<file path="config.mk">
export PLATFORM = sky130hd
export DESIGN_NAME = z80_io_bridge
export DESIGN_NICKNAME = d
export VERILOG_FILES = /design/src/rtl/z80_io_bridge.sv
export SDC_FILE = /design/constraint.sdc
export NUM_CORES = 1
export LEC_CHECK = 0
export ABC_CLOCK_PERIOD_IN_PS = 1300
export CAP_MARGIN = 20
export CORE_MARGIN = 2
export CORE_UTILIZATION = 45
export DETAILED_ROUTE_END_ITERATION = 10
export PLACE_DENSITY = 0.76
export SETUP_SLACK_MARGIN = 0.3
export SYNTH_ARGS = -nofsm -noshare
export SYNTH_HDL_FRONTEND = slang
export SYNTH_SLANG_ARGS = --single-unit
</file>
<file path="constraint.sdc">
create_clock -name clk -period 1.3 [get_ports clk]
set_input_delay 0.13 -clock clk [delete_from_list [all_inputs] [get_ports clk]]
set_output_delay 0.13 -clock clk [all_outputs]
set_load 0.05 [all_outputs]
</file>
<file path="src/rtl/z80_io_bridge.sv">
// Mailbox between Z80 I/O strobes and the PicoRV32 I/O window: each IN/OUT cycle
// is held in wait until firmware replies via RDATA or ACK.
module z80_io_bridge #(
  parameter int CNT_W = 16
) (
  input  logic       clk,
  input  logic       resetn,
  input  logic       z80_iord,
  input  logic       z80_iowr,
  input  logic [7:0] z80adr,
  input  logic [7:0] z80do,
  input  logic       z80hlt,
  output logic [7:0] z80di,
  output logic       z80_io_ready,
  input  logic       io_valid,
  input  logic [3:0] rv_adr,
  input  logic       rv_wstr,
  input  logic [7:0] rv_wdata,
  output logic [7:0] rv_rdata,
  output logic       rv_irq
);

  typedef enum logic [1:0] {IDLE, PENDING, DONE} state_t;

  state_t           state, state_nx;
  logic [7:0]       port_q, wdata_q, reply_q;
  logic             dir_q, overrun_q, valid_d;
  logic [CNT_W-1:0] count_q;
  logic [15:0]      count_ext;
  logic             strobe, wr_first, cmpl_wr;

  assign strobe   = z80_iord | z80_iowr;
  // io_valid is held for two edges per access; only its first edge may act.
  assign wr_first = io_valid & rv_wstr & ~valid_d;
  assign cmpl_wr  = wr_first & ((rv_adr == 4'd3) || (rv_adr == 4'd4));

  assign z80_io_ready = (state == DONE);
  assign rv_irq       = (state == PENDING);
  assign z80di        = reply_q;
  assign count_ext    = 16'(count_q);

  always_comb begin
    state_nx = state;
    case (state)
      IDLE:    if (strobe) state_nx = PENDING;
      PENDING: if (cmpl_wr) state_nx = DONE;
      DONE:    if (!strobe) state_nx = IDLE;
      default: state_nx = IDLE;
    endcase
  end

  always_ff @(posedge clk or negedge resetn) begin
    if (!resetn) state <= IDLE;
    else         state <= state_nx;
  end

  always_ff @(posedge clk or negedge resetn) begin
    if (!resetn) begin
      port_q    <= 8'h00;
      wdata_q   <= 8'h00;
      dir_q     <= 1'b0;
      reply_q   <= 8'hFF;
      count_q   <= '0;
      overrun_q <= 1'b0;
      valid_d   <= 1'b0;
    end else begin
      valid_d <= io_valid;
      if (state == IDLE && strobe) begin
        port_q  <= z80adr;
        wdata_q <= z80do;
        dir_q   <= z80_iowr;
      end
      // An RDATA write during an OUT cycle behaves as a plain ACK.
      if (state == PENDING && cmpl_wr) begin
        count_q <= count_q + CNT_W'(1);
        if (!dir_q)
          reply_q <= (rv_adr == 4'd3) ? rv_wdata : 8'hFF;
      end
      if (cmpl_wr && state != PENDING)
        overrun_q <= 1'b1;
      else if (wr_first && rv_adr == 4'd0 && rv_wdata[3])
        overrun_q <= 1'b0;
    end
  end

  always_comb begin
    rv_rdata = 8'h00;
    case (rv_adr)
      4'd0: rv_rdata = {4'b0000, overrun_q, z80hlt, dir_q, state == PENDING};
      4'd1: rv_rdata = port_q;
      4'd2: rv_rdata = wdata_q;
      4'd5: rv_rdata = count_ext[7:0];
      4'd6: rv_rdata = count_ext[15:8];
      default: rv_rdata = 8'h00;
    endcase
  end

endmodule
</file>
==> impl_metrics.env, run 1 <==
export IMPL_post_route_period_util=1.39
export IMPL_peakVddDrop_mv=1.08
export IMPL_boundaryPins=53
export IMPL_core_mm2=0.00475
export IMPL_synth_top_cell_by_area="dfrtp_1"
export IMPL_slowest_delay_ns=0.39
export IMPL_status="finished with violations"
export IMPL_cts_path_max_buffers=2
export IMPL_die_w_um=74.6
export IMPL_endpoint_kind="flop"
export IMPL_die_height_um=74.6
export IMPL_antenna_left=0
export IMPL_drc_errors=0
export IMPL_yosysWarnings=0
export IMPL_slew_headroom=0.710
export IMPL_wire_per_inst_um=24.1
export IMPL_ys_types=39
export IMPL_critical_path_class="reg -> reg"
export IMPL_first_iter_violations=177
export IMPL_synth_edf_count=0
export IMPL_grt_max_degree=20
export IMPL_grt_usage=0.302
export IMPL_yosysMostFrequentCell="dfrtp_1"
export IMPL_place_congestion=0.832
export IMPL_tritoncts="done"
export IMPL_place_area_mm2=0.00346
export IMPL_routed_via_count=2313
export IMPL_finish_instance_area_mm2=0.00441
export IMPL_cellPowerDensity_mw_per_mm2=1580
export IMPL_crit_slowest_cell="dfrtp_1"
export IMPL_antenna_found_initial=1
export IMPL_multiInputGateArea_mm2=0.00156
export IMPL_synth_area_per_cell_um2=11.1
export IMPL_vias_per_cell=5.77
export IMPL_syn_instance_count=203
export IMPL_drv_cap=0
export IMPL_fmax_mhz=553
export IMPL_grt_pass1_wl_um=12100
export IMPL_path_max_fanout=5
export IMPL_clk_pin_slew_ns=0.10
export IMPL_root_buffer="clkbuf_8"
export IMPL_clkSinkCount=45
export IMPL_dp_slack_ns=-0.620
export IMPL_clock_latency_ns=0.31
export IMPL_setup_violations=54
export IMPL_async_reset_ff_frac=1.00
export IMPL_cp_required_ns=1.48
export IMPL_io_buffers=52
export IMPL_critical_path_cell_chain="buf_4 -> buf_6 -> buf_6 -> buf_6 -> nor2_4 -> o21ai_4 -> buf_12 -> buf_12 -> mux2_4"
export IMPL_dieArea_mm2=0.00557
export IMPL_gr_total_overflow=0
export IMPL_ff_latch_area_mm2=0.00114
export IMPL_skew_ns=0.0185
export IMPL_hold_class="in -> async"
export IMPL_violations="negative setup slack"
export IMPL_setup_tns_ns=-17.20
export IMPL_layout_drive_gt1_share=0.625
export IMPL_synth_top_area_frac=0.412
export IMPL_cts_max_level=2
export IMPL_initial_utilization=0.472
export IMPL_ys_seq_area_frac=0.506
export IMPL_syn_to_final_growth_pct=96.5
export IMPL_cpMostUsedCell="buf_6"
export IMPL_syn_num_nets=239
export IMPL_synthTopCellsByArea="dfrtp_1 41%, dfstp_2 9.4%, mux2_2 8.0%"
export IMPL_critPathArrivalTime_ns=1.99
export IMPL_slew_viol_final=0
export IMPL_grt_pass1_vias=2365
export IMPL_dp_hpwl_um=4240
export IMPL_nets=369
export IMPL_hold_violations=0
export IMPL_start_kind="flop"
export IMPL_p_leak_nw=1.96
export IMPL_syn_cell_area_mm2=0.00224
export IMPL_rsz0062_at_grt="yes"
export IMPL_worstMarginPinSlew_ns=0.435
export IMPL_wl_um=9660
export IMPL_cts_buffers=5
export IMPL_synth_flop_cell="dfrtp_1"
export IMPL_fillerInstances=142
export IMPL_drtPass1Iterations=4
export IMPL_layout_setup_ws_ns=-0.507
export IMPL_rows=25
export IMPL_synth_cells_most_frequent="37 x dfrtp_1, 20 x nand2_1, 18 x nor2_1"
export IMPL_period_needed_ns=1.81
export IMPL_ys_ff_latch=45
## state kept, by name, summed over array words and instances, names as in the netlist
name       flops
state          2
wdata_q        8
dir_q          1
count_ext     16
z80di          8
valid_d        1
overrun_q      1
port_q         8
## worst max-delay path: cells and delay by family, from the launching register on
kind,cells,cell delay [ns]
buffers and inverters,6,0.73
DFF,1,0.39
muxes,1,0.29
and+or+nand+nor,1,0.14
AOI/OAI and AO/OA,1,0.12
## cell usage in the layout (no fill, tap or decap), types with 5 or more instances in the layout
| cell type | count |
|---|---|
| buf_12 | 24 |
| dfstp_2 | 8 |
| nand2_2 | 5 |
| dfrtp_1 | 37 |
| nand2_1 | 7 |
| o21ai_2 | 8 |
| clkbuf_8 | 6 |
| nand3_2 | 5 |
| buf_4 | 47 |
| mux2_2 | 15 |
| nand2_4 | 7 |
| buf_6 | 24 |
| nor2_4 | 5 |
| nor2_1 | 12 |
| xor2_1 | 9 |
| clkdlybuf4s50_1 | 29 |
## cell type report
class	instances	share of cell area
Antenna cell	1	0.000567
Tap cell	67	0.0190
Timing Repair Buffer	134	0.349
Clock buffer	7	0.0196
Multi-Input combinational cell	145	0.353
Sequential cell	45	0.258
Inverter	2	0.00170
## power breakdown
group	leakage [nW]	switching (mW)	total (mW)	internal (mW)
clock network	0.0443	0.489	0.911	0.423
logic	1.36	1.66	3.72	2.06
registers	0.554	0.424	2.35	1.92
## worst paths after layout
| kind | slack [ns] | from | to | cells after the start |
|---|---|---|---|---|
| setup / recovery | -0.51 | state[0] | wdata_q[2] | 9 |
| hold / removal | 0.28 | resetn | overrun_q | 2 |
| setup reg to reg | -0.51 | state[0] | wdata_q[2] | 9 |
| hold reg to reg | 0.49 | count_ext[15] | count_ext[15] | 1 |
| max in group asynchronous | 0.44 | resetn | count_ext[9] | 3 |
| min in group clk | 0.43 | z80adr[7] | port_q[7] | 2 |
## what timing repair did
item	in CTS	in global routing
gates resized for setup	91	39
cloned	4	0
pin swaps	34	11
endpoints found under the setup margin	62	62
hold buffers	1	0
hold endpoints to repair	9	0
setup buffers	24	11
## metal layers
layer | track usage | vias to the layer above | wire [um]
li1 | - | 978 | -
met4 | 0.137 | 0 | 459
met2 | 0.513 | 139 | 4920
met3 | 0.0683 | 41 | 659
met1 | 0.367 | 1155 | 3620
met5 | 0 | - | 0
## cells by family after synthesis
| logic type | count (synthesis) | share of synthesized area |
|---|---|---|
| AND/OR/NAND/NOR | 69 | 0.163 |
| XOR/XNOR | 15 | 0.0585 |
| adder cells (fa/ha/maj) | 1 | 0.00557 |
| AO/OA/AOI/OAI | 34 | 0.110 |
| multiplexers | 26 | 0.125 |
| buffers and inverters | 13 | 0.0307 |
| flip-flops | 45 | 0.506 |
## stage by stage
stage / std cells / util / power, mW / hold WS, ns
final: 401 / 0.928 / 6.98 / 0.284
after floorplan: 203 / - / 3.48 / -0.166
after detailed placement: 353 / 0.727 / 4.69 / 0.0820
after global placement: 353 / 0.727 / 4.61 / 0.0838
after global routing: 401 / 0.928 / 7.20 / 0.323
after CTS: 389 / 0.868 / 6.31 / 0.301
Note: power is estimated with default switching activity, not from simulation.
==> inputs of run 2 (changes only) <==
Settings changed: ABC_CLOCK_PERIOD_IN_PS 1300 to 1840, CORE_UTILIZATION 45 to 49, PLACE_DENSITY 0.76 to 0.79.
Clock period 1.3 ns to 1.84 ns, I/O delays scaled along.
==> run 2 against run 1 <==
The flow now finishes without violations. Clock-buffer cell count did not move. Die area shrank 7.7%. Worst hold slack improved by 0.096 ns. Largest power group is now registers.
==> impl_metrics.env, run 2 (synthesis results as in run 1) <==
export IMPL_first_iter_violations=91
export IMPL_dp_hpwl_um=3720
export IMPL_status="completed"
export IMPL_p_sw_frac=0.361
export IMPL_antenna_left=0
export IMPL_endpoint_kind="output pin"
export IMPL_cellPowerDensity_mw_per_mm2=1090
export IMPL_grt_usage=0.233
export IMPL_period_needed_ns=1.69
export IMPL_fmax_mhz=592
export IMPL_grt_pass1_wl_um=9110
export IMPL_routed_via_count=1836
export IMPL_clkSinkCount=45
export IMPL_rr_worst_depth=6
export IMPL_hold_violations=0
export IMPL_layout_setup_ws_ns=0.151
export IMPL_netSwitchingPower_mw=1.34
export IMPL_vias_per_cell=5.51
export IMPL_rows=24
export IMPL_rsz0062_at_grt="yes"
export IMPL_cts_max_level=2
export IMPL_largest_reg_flops=16
export IMPL_die_height_um=71.7
export IMPL_drc_errors=0
export IMPL_final_common_cell="dfrtp_1"
export IMPL_holdPathStages=1
export IMPL_core_mm2=0.00438
export IMPL_cts_buffers=5
export IMPL_r2r_slack_ns=0.30
export IMPL_hold_class="in -> reg"
export IMPL_diodes=0
export IMPL_wl_um=5700
export IMPL_combPwrFrac=0.401
export IMPL_whs_ns=0.380
export IMPL_wire_per_inst_um=17.1
export IMPL_holdPathEnd="valid_d"
export IMPL_power_total_mw=3.72
export IMPL_r2r_end="count_ext[6]"
export IMPL_initial_utilization=0.512
export IMPL_cellInternalPower_mw=2.38
export IMPL_dieArea_mm2=0.00514
export IMPL_drtPass1Iterations=4
export IMPL_grt_max_degree=46
export IMPL_slew_viol_final=0
export IMPL_skew_ns=0.0121
export IMPL_hp_start="io_valid"
export IMPL_drv_cap=0
export IMPL_tritoncts="done"
export IMPL_clk_pin_slew_ns=0.09
export IMPL_start_kind="flop"
export IMPL_peakVddDrop_mv=0.722
export IMPL_post_route_period_util=0.918
export IMPL_r2r_start="count_ext[0]"
export IMPL_nets=316
export IMPL_finish_instance_area_mm2=0.00341
export IMPL_mostFrequentLayoutCells="37 x dfrtp_1, 29 x clkdlybuf4s50_1, 24 x buf_4"
export IMPL_critical_path_class="reg -> out"
export IMPL_syn_to_final_growth_pct=51.8
export IMPL_root_buffer="clkbuf_8"
export IMPL_antenna_found_initial=0
export IMPL_dp_slack_ns=-0.178
export IMPL_cp_required_ns=1.66
export IMPL_setup_violations=0
export IMPL_cts_path_max_buffers=2
export IMPL_die_w_um=71.7
export IMPL_power_frac_seq=0.418
export IMPL_fillerInstances=282
export IMPL_io_buffers=52
export IMPL_grt_pass1_vias=1891
export IMPL_final_util=0.777
export IMPL_p_clk_frac=0.180
export IMPL_worstMarginPinSlew_ns=0.570
export IMPL_slew_headroom=0.620
export IMPL_critPathArrivalTime_ns=1.50
export IMPL_place_congestion=0.776
export IMPL_layout_drive_gt1_share=0.427
export IMPL_gr_total_overflow=0
export IMPL_path_max_fanout=3
export IMPL_boundaryPins=53
export IMPL_p_leak_nw=1.50
export IMPL_place_area_mm2=0.00311
export IMPL_clock_latency_ns=0.30
==> run 2: cell count changes in the layout (fill, tap and decap cells not counted), moves of 8 or more <==
cell     previous run  this run
o21ai_0             1         9
buf_12             24        11
buf_6              24         6
nand2_1             7        20
buf_4              47        24
==> run 2: metrics by stage <==
| step | setup TNS [ns] | cells |
|---|---|---|
| final | 0 | 333 |
| after floorplan | 0 | 203 |
| after global placement | -2.10 | 318 |
| after global routing | 0 | 333 |
| after CTS | 0 | 331 |
| after detailed placement | -2.87 | 318 |
==> run 2: power by group through the flow <==
stage               clock, mW  sequential [mW]  combinational [mW]
floorplan                   0             1.80               0.607
global placement            0             1.54                1.37
detailed placement          0             1.55                1.39
CTS                     0.688             1.54                1.49
global route            0.731             1.59                1.59
finish                  0.671             1.56                1.49
==> run 2: critical path: stages (launching register included) <==
cell     delay, ns
dfrtp_1       0.42
nor2b_4       0.16
a21oi_2       0.08
o22a_1        0.22
a21oi_4       0.17
buf_12        0.15
==> run 2: how the worst max path moves through the flow <==
stage | start | to | slack [ns] | depth (start not counted)
6_report | state[1] | rv_rdata[0] | 0.15 | 5
5_1_grt | state[1] | rv_rdata[0] | 0.08 | 5
4_1_cts | state[1] | rv_rdata[0] | 0.16 | 5
3_5_place_dp | rv_adr[1] | rv_rdata[3] | -0.18 | 7
3_3_place_gp | rv_adr[1] | rv_rdata[3] | -0.14 | 7
2_1_floorplan | rv_adr[1] | rv_rdata[1] | 0.15 | 5
==> run 2: area by class of cell <==
class | instances | area, um2 | share of cell area
sequential | 45 | 1140 | 0.333
inverter | 2 | 7.51 | 0.00220
timing repair buffer | 81 | 838 | 0.246
clock inverter | 1 | 5.00 | 0.00147
clock buffer | 7 | 96.3 | 0.0283
multi-input combinational | 145 | 1260 | 0.370
tap | 52 | 65.1 | 0.0191
==> run 2: timing repair <==
action                                 4_1_cts  5_1_grt
cloned                                       0        0
setup endpoints to repair                   36       20
gates resized for setup                     38       26
setup buffers                                4        2
endpoints found under the hold margin       37        0
hold buffers                                 1        0
pin swaps                                    6        7
==> run 2: per-layer routing <==
layer | vias up | track usage | routed length (um)
li1 | 864 | - | -
met1 | 903 | 0.295 | 2390
met2 | 62 | 0.399 | 2920
met3 | 7 | 0.0534 | 307
met4 | 0 | 0.0692 | 72
met5 | - | 0 | 0
==> inputs of run 3 (changes only) <==
Settings changed: GPL_ROUTABILITY_DRIVEN set to 0.
==> results of run 3 <==
Same layout as run 2: the final DEF is identical, and so are final timing and power.
